**config.mk**
```make
export PLATFORM = sky130hd
export DESIGN_NAME = alt_mem_ddrx_buffer_allocator_flat
export DESIGN_NICKNAME = d
export VERILOG_FILES = /design/src/rtl/alt_mem_ddrx_buffer_allocator_if.sv /design/src/rtl/alt_mem_ddrx_buffer_allocator.sv /design/src/flat_wrapper.sv
export SDC_FILE = /design/constraint.sdc
export NUM_CORES = 1
export LEC_CHECK = 0
export CAP_MARGIN = 10
export CORE_MARGIN = 1
export CORE_UTILIZATION = 30
export CTS_BUF_LIST = sky130_fd_sc_hd__clkbuf_8
export CTS_CLUSTER_SIZE = 16
export DETAILED_ROUTE_END_ITERATION = 6
export SLEW_MARGIN = 25
export SYNTH_ARGS = -nofsm -noshare
export SYNTH_HDL_FRONTEND = slang
export SYNTH_SLANG_ARGS = --single-unit
```
**constraint.sdc**
```tcl
create_clock -name ctl_clk -period 4.9 [get_ports ctl_clk]
set_clock_uncertainty 0.05 [all_clocks]
set_input_delay 1.225 -clock ctl_clk [delete_from_list [all_inputs] [get_ports ctl_clk]]
set_output_delay 1.225 -clock ctl_clk [all_outputs]
set_load 0.02 [all_outputs]
```
**src/rtl/alt_mem_ddrx_buffer_allocator_if.sv**
```systemverilog
// Allocation/release handshake between the write-data path and the
// write-data buffer free-list allocator.
interface alt_mem_ddrx_buffer_allocator_if #(
    parameter int CFG_BUFFER_ADDR_WIDTH = 6
);
    logic                             alloc_req;
    logic                             alloc_ready;
    logic [CFG_BUFFER_ADDR_WIDTH-1:0] alloc_address;
    logic                             release_valid;
    logic [CFG_BUFFER_ADDR_WIDTH-1:0] release_address;
    logic [CFG_BUFFER_ADDR_WIDTH:0]   free_count;
    logic                             init_done;
    logic                             err_release_unused;
    logic                             err_release_in_init;

    // Requester side: asks for addresses and returns them.
    modport master (
        output alloc_req, release_valid, release_address,
        input  alloc_ready, alloc_address, free_count, init_done,
               err_release_unused, err_release_in_init
    );

    // Allocator side.
    modport slave (
        input  alloc_req, release_valid, release_address,
        output alloc_ready, alloc_address, free_count, init_done,
               err_release_unused, err_release_in_init
    );
endinterface

```
**src/rtl/alt_mem_ddrx_buffer_allocator.sv**
```systemverilog
// Free-list allocator for the write-data buffer. After reset the free-list
// FIFO is filled with every address 0..DEPTH-1, then addresses are handed
// out show-ahead, one per handshake, and returned addresses are queued
// behind the ones already free. An in_use bitmap rejects releases of
// addresses that are not currently allocated, which also guarantees the
// free list can never overflow.
//
// state   | meaning
// --------+----------------------------------------------------------
// ST_INIT | writing init_cnt into the free list, one address per cycle
// ST_RUN  | serving allocations and releases; left only by reset
module alt_mem_ddrx_buffer_allocator #(
    parameter int CFG_BUFFER_ADDR_WIDTH = 6
) (
    input  logic                             ctl_clk,
    input  logic                             ctl_reset_n,
    alt_mem_ddrx_buffer_allocator_if.slave   bus
);
    localparam int AW    = CFG_BUFFER_ADDR_WIDTH;
    localparam int DEPTH = 1 << AW;

    localparam logic [0:0] ST_INIT = 1'b0;
    localparam logic [0:0] ST_RUN  = 1'b1;

    localparam logic [AW-1:0] ADDR_ONE = 1;
    localparam logic [AW-1:0] ADDR_MAX = '1;
    localparam logic [AW:0]   PTR_ONE  = 1;

    logic [0:0]    state;
    logic [AW-1:0] init_cnt;
    logic [AW:0]   rd_ptr;
    logic [AW:0]   wr_ptr;
    logic [AW:0]   free_count;
    logic [AW-1:0] fifo [DEPTH];
    logic [DEPTH-1:0] in_use;
    logic          err_unused;
    logic          err_in_init;

    logic          run;
    logic          ptr_empty;
    logic          alloc_ready_i;
    logic [AW-1:0] alloc_addr_i;
    logic          alloc_fire;
    logic          rel_ok;
    logic          fifo_we;
    logic [AW-1:0] fifo_wdata;

    assign run       = (state == ST_RUN);
    // Pointer equality (including the wrap bit) means empty; it agrees with
    // free_count == 0 and is kept as a second, pointer-based guard.
    assign ptr_empty = (rd_ptr == wr_ptr);

    // Ready depends on registered state only, so no combinational path from
    // alloc_req or release_valid; a release into an empty list shows up
    // one cycle later.
    assign alloc_ready_i = run & (free_count != '0) & ~ptr_empty;
    assign alloc_addr_i  = fifo[rd_ptr[AW-1:0]];
    assign alloc_fire    = bus.alloc_req & alloc_ready_i;

    // Only addresses that are currently allocated may go back on the list.
    assign rel_ok     = run & bus.release_valid & in_use[bus.release_address];
    assign fifo_we    = ~run | rel_ok;
    assign fifo_wdata = run ? bus.release_address : init_cnt;

    // INIT walks init_cnt over every address once, then stays in RUN.
    always_ff @(posedge ctl_clk or negedge ctl_reset_n) begin
        if (!ctl_reset_n) begin
            state    <= ST_INIT;
            init_cnt <= '0;
        end else if (!run) begin
            init_cnt <= init_cnt + ADDR_ONE;
            if (init_cnt == ADDR_MAX) begin
                state <= ST_RUN;
            end
        end
    end

    // Free-list pointers and occupancy; a simultaneous push and pop leaves
    // free_count unchanged.
    always_ff @(posedge ctl_clk or negedge ctl_reset_n) begin
        if (!ctl_reset_n) begin
            rd_ptr     <= '0;
            wr_ptr     <= '0;
            free_count <= '0;
        end else begin
            if (fifo_we) begin
                wr_ptr <= wr_ptr + PTR_ONE;
            end
            if (alloc_fire) begin
                rd_ptr <= rd_ptr + PTR_ONE;
            end
            case ({fifo_we, alloc_fire})
                2'b10:   free_count <= free_count + PTR_ONE;
                2'b01:   free_count <= free_count - PTR_ONE;
                default: free_count <= free_count;
            endcase
        end
    end

    // Free-list storage; cleared on reset so alloc_address reads 0 until
    // the first INIT write lands.
    always_ff @(posedge ctl_clk or negedge ctl_reset_n) begin
        if (!ctl_reset_n) begin
            for (int i = 0; i < DEPTH; i++) begin
                fifo[i] <= '0;
            end
        end else if (fifo_we) begin
            fifo[wr_ptr[AW-1:0]] <= fifo_wdata;
        end
    end

    // Ownership map; the release clear is written last so it wins when both
    // name the same address.
    always_ff @(posedge ctl_clk or negedge ctl_reset_n) begin
        if (!ctl_reset_n) begin
            in_use <= '0;
        end else begin
            if (alloc_fire) begin
                in_use[alloc_addr_i] <= 1'b1;
            end
            if (rel_ok) begin
                in_use[bus.release_address] <= 1'b0;
            end
        end
    end

    // Sticky error flags for illegal releases.
    always_ff @(posedge ctl_clk or negedge ctl_reset_n) begin
        if (!ctl_reset_n) begin
            err_unused  <= 1'b0;
            err_in_init <= 1'b0;
        end else if (bus.release_valid) begin
            if (!run) begin
                err_in_init <= 1'b1;
            end else if (!in_use[bus.release_address]) begin
                err_unused <= 1'b1;
            end
        end
    end

    assign bus.alloc_ready         = alloc_ready_i;
    assign bus.alloc_address       = alloc_addr_i;
    assign bus.free_count          = free_count;
    assign bus.init_done           = run;
    assign bus.err_release_unused  = err_unused;
    assign bus.err_release_in_init = err_in_init;
endmodule

```
**src/flat_wrapper.sv**
```systemverilog
// flat-port wrapper written by rule: the top's interface ports become plain ports
module alt_mem_ddrx_buffer_allocator_flat 
#(
    parameter int CFG_BUFFER_ADDR_WIDTH = 6
)
  (ctl_clk, ctl_reset_n, bus_alloc_req, bus_release_valid, bus_release_address, bus_alloc_ready, bus_alloc_address, bus_free_count, bus_init_done, bus_err_release_unused, bus_err_release_in_init);
  alt_mem_ddrx_buffer_allocator_if #(.CFG_BUFFER_ADDR_WIDTH(CFG_BUFFER_ADDR_WIDTH)) bus_i ();
  input  logic ctl_clk;
  input  logic ctl_reset_n;
  input wire logic [$bits(bus_i.alloc_req)-1:0] bus_alloc_req;
  input wire logic [$bits(bus_i.release_valid)-1:0] bus_release_valid;
  input wire logic [$bits(bus_i.release_address)-1:0] bus_release_address;
  output wire logic [$bits(bus_i.alloc_ready)-1:0] bus_alloc_ready;
  output wire logic [$bits(bus_i.alloc_address)-1:0] bus_alloc_address;
  output wire logic [$bits(bus_i.free_count)-1:0] bus_free_count;
  output wire logic [$bits(bus_i.init_done)-1:0] bus_init_done;
  output wire logic [$bits(bus_i.err_release_unused)-1:0] bus_err_release_unused;
  output wire logic [$bits(bus_i.err_release_in_init)-1:0] bus_err_release_in_init;
  assign bus_i.alloc_req = bus_alloc_req;
  assign bus_i.release_valid = bus_release_valid;
  assign bus_i.release_address = bus_release_address;
  assign bus_alloc_ready = bus_i.alloc_ready;
  assign bus_alloc_address = bus_i.alloc_address;
  assign bus_free_count = bus_i.free_count;
  assign bus_init_done = bus_i.init_done;
  assign bus_err_release_unused = bus_i.err_release_unused;
  assign bus_err_release_in_init = bus_i.err_release_in_init;
  alt_mem_ddrx_buffer_allocator #(.CFG_BUFFER_ADDR_WIDTH(CFG_BUFFER_ADDR_WIDTH)) u_core (.ctl_clk(ctl_clk), .ctl_reset_n(ctl_reset_n), .bus(bus_i));
endmodule
```
# == After elaboration in Yosys (flattened, before gate mapping) ==
# Cells that the tools add are included.
# totals
regBits,478
out_inout_bits,17
wordCells,127
# classes
add_sub_neg,5
magnitude_cmp,7
n_eq_ne,4
n_mux,18
bitwise,14
n_reduce_logical,7
# op_table
cell,n
384-bit bitwise mux,1
64-bit 2-to-1 mux,2
64-bit bitwise AND,1
64-bit inverter,1
64-bit bitwise OR,1
6-bit binary-select mux with 6-bit select,1
6-bit demux with 6-bit select,1
6-bit 2-to-1 mux,4
7-bit by 1-bit adder with 7-bit output (second input constant),3
7-bit greater-or-equal comparator (second input constant),2
6-bit by 7-bit less-than comparator with 1-bit output (second input constant),2
6-bit inverter with 7-bit output,2
7-bit one-hot mux with 2 select lines,1
1-bit demux with 6-bit select,2
6-bit by 1-bit greater-or-equal comparator with 1-bit output (second input constant),2
7-bit equality test,1
7-bit by 1-bit less-than comparator with 1-bit output (second input constant),1
7-bit nonzero test,1
7-bit by 1-bit subtractor with 7-bit output (second input constant),1
6-bit by 1-bit adder with 6-bit output (second input constant),1
1-bit binary-select mux with 6-bit select,1
6-bit equality test (second input constant),1
1-bit bitwise AND,5
1-bit 2-to-1 mux,5
8 further kinds,12

# == Depth between registers and ports, before layout ==
# Gate-level depths: netlist of run 1.
# logic_depth
depth_word,12
ltp_mapped,21

# == Least setup slack after synthesis of run 1 ==
# No wires, ideal clock.
# synth_path
path_kind,input to register
start,input bus_release_address[0]
end,register u_core.free_count[6] (netlist: u_core.bus.free_count[6])
setup_time_ns,0.131
arrival_ns,4.959
t_required_ns,4.719
slack_ns,-0.241
path_stages,20
path_cell_list,clkbuf_1 mux4_2 nand2b_1 o2111ai_1 o31ai_1 a2111oi_1 a21oi_2 buf_2 inv_1 ha_1 clkbuf_1 xor2_1 ha_1 a31oi_1 o22ai_1 mux2i_1 o22ai_1 nand2b_1 a21oi_1 xor2_1
# synth_between
elab_chain_len,6
word_cells_on_any_way,8
cone_classes,eq/ne (2); mux (3); bitwise (2); reduce/logical (1)
# synth_lines
element,line_no,text
"start, declared",flat_wrapper.sv:12,input wire logic [$bits(bus_i.release_address)-1:0] bus_release_address;
1-bit binary-select mux with 6-bit select *,alt_mem_ddrx_buffer_allocator.sv:61,assign rel_ok = run & bus.release_valid & in_use[bus.release_address];
1-bit 2-to-1 mux (not written as such) *,alt_mem_ddrx_buffer_allocator.sv:61,
1-bit bitwise AND *,alt_mem_ddrx_buffer_allocator.sv:61,
1-bit bitwise OR *,alt_mem_ddrx_buffer_allocator.sv:62,assign fifo_we = ~run | rel_ok;
2-bit by 1-bit equality test with 1-bit output or 2-bit equality test (tied branches),alt_mem_ddrx_buffer_allocator.sv:92,"case ({fifo_we, alloc_fire})"
7-bit one-hot mux with 2 select lines or 2-bit nonzero test (tied branches),-,
"end signal, assigned",alt_mem_ddrx_buffer_allocator.sv:93,2'b10: free_count <= free_count + PTR_ONE;
"end signal, assigned",alt_mem_ddrx_buffer_allocator.sv:94,2'b01: free_count <= free_count - PTR_ONE;
"end signal, assigned",alt_mem_ddrx_buffer_allocator.sv:95,default: free_count <= free_count;
"end, declared",alt_mem_ddrx_buffer_allocator.sv:33,logic [AW:0] free_count;
# Mark *: on every way between the ends. The rest lies on a longest branch, timed or not. The select of a mux whose other input is x is not followed.
# A chain may end at the register's enable or synchronous reset.

# == Final worst setup path of run 1 ==
# layout_path
start,register u_core.rd_ptr[0]
end,output bus_alloc_address[3]
# layout_between
elab_chain_len,4
# layout_lines
element,line_no,text
"start, declared",alt_mem_ddrx_buffer_allocator.sv:31,logic [AW:0] rd_ptr;
"start signal, assigned",alt_mem_ddrx_buffer_allocator.sv:90,rd_ptr <= rd_ptr + PTR_ONE;
6-bit inverter with 7-bit output (not written as such),alt_mem_ddrx_buffer_allocator.sv:57,assign alloc_addr_i = fifo[rd_ptr[AW-1:0]];
6-bit binary-select mux with 6-bit select,alt_mem_ddrx_buffer_allocator.sv:57,
6-bit 2-to-1 mux (not written as such) (2 in a row),alt_mem_ddrx_buffer_allocator.sv:57,
"end, declared",flat_wrapper.sv:14,output wire logic [$bits(bus_i.alloc_address)-1:0] bus_alloc_address;
# No other way between the ends. The select of a mux whose other input is x is not followed.

==> results.md, run 1 <==
- WP data required: 3.62 ns
- Via count: 15.7k
- Synth top area share: 0.521
- Internal power: 6080 uW
- Yosys reg bits: 478
- Min-Delay Path Class: reg2reg
- DRT Pass-1 Iters: 5
- Routability cong.: 0.920
- Die Y-Extent: 279 um
- CTS root buffer: clkbuf_8
- Crit path from: u_core.rd_ptr[0]
- Pwr per Cell Area: 288 mW/mm2
- Final critical-path share of the clock period: 0.976
- Avg WL per Cell: around 22 um
- Worst R2R End: u_core.in_use[22]
- Largest net degree at the start of global routing: 119
- Pins over their slew limit: 0
- Core area: 0.0758 mm2
- R2R cell count: 12
- CP Capture Point: bus_alloc_address[3]
- Post-route ant nets: 0
- Share of cells above drive strength 1: 0.404
- Sequential element share of the synthesized area: 0.521
- Synth Area per Inst: 13.4 um2
- HPWL Detailed: ~42000 um
- Clock-pin slew on the worst setup and hold paths: approximately 0.06 ns
- Final Setup Violations: 0
- Total die area: slightly below 0.08 mm2
- CTS tree: yes
- GRT Util Overall: 0.165
- Max Fclk: 0.209 GHz
- Worst r2r src: u_core.rd_ptr[0]
- DR vias/cell: 5.30
- Cell variety after synth: 74
- Top cells by area, synth: dfrtp_1 (52%), mux2_2 (16%), mux4_2 (9.3%), a22oi_1 (2.4%), a21oi_1 (2.2%)
- Routed WL: 63700 um
- Initial antenna violation count: 1
- Setup TNS Final: 0 ns
- Syn. warnings: 0
- Crit Path Max Fanout: 11
- Period minus WS final: roughly 4.8 ns
- Hold bufs inserted after CTS: 0
- Synth-to-layout area growth: 20.0%
- TritonCTS buffer count: 84
- Leakage: 0.0119 uW
- Tightest Pin Transition: 1.09 ns
- Synth cell count leaders: dfrtp_1 (478), mux2_2 (329), a21oi_1 (103)
- Main synth FF type: dfrtp_1
- Dominant cell type by area after synthesis: dfrtp_1
- TritonCTS sink count: around 480
- Max-slew headroom: 0.271
- Grt total ovfl: 0
- Reg power frac: 0.499
- WHS Path Cells: 1
- Initial Util: 0.303
- Clock Path Buffers: 3
- Final hold violation count: 0
- Crit path capture type: primary output
- Row count: 101
- Netlist Area Pre-Place: 0.0229 mm2
- Worst-Skew Late Latency: 0.70 ns
- PortBufs: 26
- RSZ-0062 raised after global routing: false
- Arr. time, crit path: 3.51 ns
- Hold slack: just over 0.4 ns
- Initial DRC Count: 1228
- H-tree Lvls: 3
- Maximum VDD drop: about 0.16 mV
- Maxcap violations: 0
- Drc violations: 0
- Num ports: 27
- Switching Fraction: 0.233
- Combinational share of power: 0.021
- Net Count, Synth: 1732
- Clk pwr share: 0.480
- Vias in the first global route: between 15k and 20k
- Worst Setup Start Kind: flip-flop
- Post-synth EDFFs: 0
- Most frequent cell after synthesis: dfrtp_1
- Horiz. Die Dim: 279 um
- Reg-to-reg slack, setup: 1.14 ns
- Status: complete, no violations
- Ys async rst share: 1.00
- Crit path kind: reg2out
- First-pass GRT wire length: 99200 um
- Final #Nets: 1926
- Syn Inst Count: 1716
- Net switching power: around 1800 uW
## cell usage in the layout (no fill, tap or decap), types with 20 or more instances in the layout
cell      synthesis  routed
mux2i_1          25      25
inv_1            78     107
buf_4            12     178
nand2_1          35      35
xor2_1           20      20
a21oi_1         103     102
nand3_1          61      61
a22oi_1          72      72
nand4_1          21      21
mux4_2           95      95
dfrtp_1         478     475
clkbuf_8          0     107
mux2_2          329     332
a31oi_1          42      42
nor2_1           46      46
## repair_timing
action / in CTS / in global routing
buffers inserted: 11 / 2
gates cloned: 1 / 1
pin swaps: 1 / 0
setup endpoints to repair: 6 / 4
resized for setup: 12 / 2
## power groups by stage
stage                     combinational, uW  sequential, uW  clock, uW
after floorplan                        37.7            4020          0
after global placement                  165            4020          0
after detailed placement                170            4020          0
after CTS                               170            3950       3900
after global routing                    190            3950       4090
final                                   168            3950       3800
## flip-flops by register name, summed over array words and instances (netlist names)
name                            count
u_core.bus.err_release_in_init      1
u_core.wr_ptr                       7
u_core.bus.free_count               7
u_core.bus.init_done                1
u_core.fifo                       384
u_core.in_use                      64
u_core.init_cnt                     6
u_core.rd_ptr                       7
u_core.bus.err_release_unused       1
## worst min-delay path by stage
stage	startpoint	end	slack, ns
2_1_floorplan	u_core.init_cnt[2]	u_core.init_cnt[2]	0.41
3_3_place_gp	u_core.bus.err_release_in_init	u_core.bus.err_release_in_init	0.39
4_1_cts	u_core.bus.err_release_in_init	u_core.bus.err_release_in_init	0.41
5_1_grt	ctl_reset_n	u_core.fifo[82]	0.40
6_report	u_core.bus.err_release_in_init	u_core.bus.err_release_in_init	0.41
3_5_place_dp	u_core.bus.err_release_in_init	u_core.bus.err_release_in_init	0.40
## layout make-up
type / instances / area, um2
fill: 7222 / 48300
timing repair buffer: 227 / 2100
clock buffer: 107 / 1470
multi-input combinational: 1038 / 10200
clock inverter: 47 / 280
sequential: 478 / 12000
antenna: 1 / 2.50
inverter: 81 / 307
tap: 978 / 1220
## cell families after synthesis
logic type	share of synthesized area
xor+xnor	0.0134
simple gates	0.0615
compound gates	0.0786
flops	0.521
fa+ha+maj	0.00327
buf+inv	0.0388
mux	0.283
## routing by layer
metal  vias to the layer above  global-route usage  part of all wire
li1                       6823                   -                 -
met1                      8238               0.229              0.44
met2                       494               0.259              0.47
met3                       123              0.0342             0.059
met4                         0              0.0534             0.027
met5                         -                   0                 0
## critical path: stages (launching register included)
cell and delay, ns:
dfrtp_4 0.44, buf_4 0.17, buf_16 0.19, mux4_2 0.55, mux4_2 0.53, nand2b_1 0.21, a32oi_4 0.26, inv_2 0.11
dlygate4sd2_1 0.34
## metrics by stage
step	std cells	cell area, um2	setup WS (ns)	utilization	total power [uW]
6_report	2957	27500	0.115	0.363	7920
5_1_grt	2957	27500	0.00186	0.363	8220
2_1_floorplan	1716	22900	0.0520	-	4060
4_1_cts	2952	27400	0.0255	0.362	8020
3_5_place_dp	2786	25500	-0.476	0.336	4190
3_3_place_gp	2786	25500	-0.566	0.336	4180
Note: power is estimated with default switching activity, not from simulation.
==> run 2: changes to the inputs <==
- CORE_ASPECT_RATIO: not set -> 1.75
==> run 2 against run 1 <==
Net effect: highest routed layer unchanged; global-route usage up 1.0 points; largest cell class unchanged; non-clock buffer count up 4; final area is 1.1% lower; core utilization shrank 0.18 points; die area hardly changed; wire length increased by 4.4%; hold slack gained 0.0077 ns; critical endpoint is now bus_alloc_address[1]; maximum frequency decreased by 0.48%; via count fell by 1.5%; critical path depth is the same; flip-flop and latch count unchanged; combinational power about the same.
==> results.md, run 2 (synthesis gave the netlist of run 1 again) <==
- Status: complete, no violations (unchanged)
- TritonCTS buffer count: 73 (was 84)
- Max-slew headroom: 0.327 (was 0.271)
- GRT Util Overall: 0.176 (was 0.165)
- RSZ-0062 raised after global routing: false (unchanged)
- Cell area after layout: 0.0272 mm2 (was 0.0275 mm2)
- Area of the multi-input gates: 0.0102 mm2 (about the same)
- Initial Util: 0.304 (was 0.303)
- Routability cong.: 0.900 (was 0.920)
- Net switching power: 1730 uW (was 1840 uW)
- CTS root buffer: clkbuf_8 (unchanged)
- Worst slack, placed: -0.566 ns (was -0.476 ns)
- Leakage: 0.0117 uW (was 0.0119 uW)
- Min-Delay Path Class: reg2reg (unchanged)
- Routed WL: 66600 um (was 63700 um)
- Final #Nets: 1919 (was 1926)
- Maximum VDD drop: 0.166 mV (was 0.164 mV)
- H-tree Lvls: 3 (unchanged)
- Hold bufs inserted after CTS: 0 (unchanged)
- Vias in the first global route: 16.9k (was 16.3k)
- Pwr per Cell Area: 278 mW/mm2 (was 288 mW/mm2)
- Grt total ovfl: 0 (unchanged)
- Drc violations: 0 (unchanged)
- Pins over their slew limit: 0 (unchanged)
- Crit path capture type: primary output (unchanged)
- Initial antenna violation count: 2 (was 1)
- Max FFs per register: 384 (unchanged)
- Initial DRC Count: 1237 (was 1228)
- Core area: 0.0754 mm2 (was 0.0758 mm2)
- Largest net degree at the start of global routing: 127 (was 119)
- Switching Fraction: 0.229 (was 0.233)
- Worst-Skew Late Latency: 0.67 ns (was 0.70 ns)
- Commonest non-fill, non-tap cell in the layout: dfrtp_1 (unchanged)
- Clock Path Buffers: 3 (unchanged)
- Clock-pin slew on the worst setup and hold paths: 0.07 ns (was 0.06 ns)
- PortBufs: 26 (unchanged)
- Final critical-path share of the clock period: 0.981 (was 0.976)
- Reg power frac: 0.521 (was 0.499)
- Total die area: 0.0776 mm2 (about the same)
- Tightest Pin Transition: 1.01 ns (was 1.09 ns)
- Horiz. Die Dim: 211 um (was 279 um)
- Synth-to-layout area growth: 18.7% (was 20.0%)
- Most frequent cells in the layout: dfrtp_1 (475), mux2_2 (332), buf_4 (190), a21oi_1 (102), inv_1 (100) (was dfrtp_1 (475), mux2_2 (332), buf_4 (178), inv_1 (107), clkbuf_8 (107))
- First-pass GRT wire length: 103000 um (was 99200 um)
- Reg with most FFs: u_core.fifo (unchanged)
- Row count: 133 (was 101)
- Avg WL per Cell: 22.4 um (was 21.6 um)
- Share of cells above drive strength 1: 0.403 (was 0.404)
- Placed inst area: 0.0256 mm2 (was 0.0255 mm2)
- Final hold violation count: 0 (unchanged)
- Crit path kind: reg2out (unchanged)
- Biggest registers after layout: u_core.fifo x384, u_core.in_use x64 (unchanged)
- HPWL Detailed: 46900 um (was 42100 um)
- Worst Setup Start Kind: flip-flop (unchanged)
- Maxcap violations: 0 (unchanged)
- Fillers: 7206 (was 7222)
- Final Power: 7570 uW (was 7920 uW)
- Combinational share of power: 0.022 (was 0.021)
- Via count: 15.4k (was 15.7k)
- WP data required: 3.62 ns (about the same)
- Hold slack: 0.413 ns (was 0.405 ns)
- TritonCTS sink count: 478 (unchanged)
- Arr. time, crit path: 3.53 ns (was 3.51 ns)
- Max Fclk: 0.208 GHz (was 0.209 GHz)
- Num ports: 27 (unchanged)
- Final Setup Violations: 0 (unchanged)
- DRT Pass-1 Iters: 5 (unchanged)
- Clk pwr share: 0.457 (was 0.480)
- DR vias/cell: 5.19 (was 5.30)
- Reg area: 0.0120 mm2 (unchanged)
- Die Y-Extent: 368 um (was 279 um)
- Fin worst setup slack: 0.0926 ns (was 0.115 ns)
- Period minus WS final: 4.81 ns (was 4.78 ns)
- CTS tree: yes (unchanged)
- Post-route ant nets: 0 (unchanged)
- Crit Path Max Fanout: 10 (was 11)
- Internal power: 5840 uW (was 6080 uW)
## run 2: cell count changes in the layout (fill, tap and decap cells not counted), moves of 3 or more
cell,previous run,this run
buf_12,17,11
clkbuf_8,107,95
clkinv_2,10,7
inv_1,107,100
buf_4,178,190
## run 2: final cells by class
type | count | area share
well taps | 1012 | 0.0465
clock inverters | 36 | 0.00800
repair buffers | 231 | 0.0729
flip-flops and latches | 478 | 0.440
multi-input cells | 1038 | 0.374
clock buffers | 95 | 0.0480
inverters | 81 | 0.0112
diodes | 2 | 0.000184
## run 2: timing repair
action                                  CTS  global route
pin swaps                                 1             0
buffers inserted                          5             0
endpoints found under the setup margin    6             3
resized for setup                        15             2
hold endpoints to repair                  0             0
## run 2: path summary, 6_finish.rpt
kind	from	end	slack [ns]	cells after the start
min reg2reg	u_core.bus.err_release_in_init	u_core.bus.err_release_in_init	0.41	1
max	u_core.rd_ptr[0]	bus_alloc_address[1]	0.09	8
min in group asynchronous	ctl_reset_n	u_core.in_use[40]	0.42	1
max in group asynchronous	ctl_reset_n	u_core.fifo[85]	3.09	3
min	u_core.bus.err_release_in_init	u_core.bus.err_release_in_init	0.41	1
max reg2reg	u_core.rd_ptr[1]	u_core.bus.free_count[6]	0.99	15
## run 2: critical path, stage by stage (launching register included)
cell,delay [ns]
dfrtp_4,0.46
buf_4,0.14
buf_16,0.15
mux4_2,0.57
mux4_2,0.54
or2_1,0.27
a211oi_4,0.33
inv_1,0.06
dlygate4sd2_1,0.33
## run 2: power groups by stage
stage               clock [uW]  combinational, uW  sequential (uW)
finish                    3460                165             3950
CTS                       3560                168             3950
global route              3720                186             3940
floorplan                    0               37.7             4020
global placement             0                164             4020
detailed placement           0                167             4020
## run 2: stage by stage
| stage | cells | TNS, ns | utilization |
|---|---|---|---|
| floorplan | 1716 | 0 | - |
| global placement | 2834 | -61.20 | 0.339 |
| detailed placement | 2834 | -42.83 | 0.339 |
| CTS | 2970 | 0 | 0.361 |
| global route | 2972 | 0 | 0.361 |
| finish | 2973 | 0 | 0.361 |
## run 2: routing by layer
| metal | share of wire | vias up | global-route usage |
|---|---|---|---|
| met4 | 0.061 | 0 | 0.109 |
| li1 | - | 6778 | - |
| met2 | 0.55 | 443 | 0.330 |
| met1 | 0.35 | 8032 | 0.182 |
| met3 | 0.040 | 188 | 0.0231 |
| met5 | 0 | - | 0 |
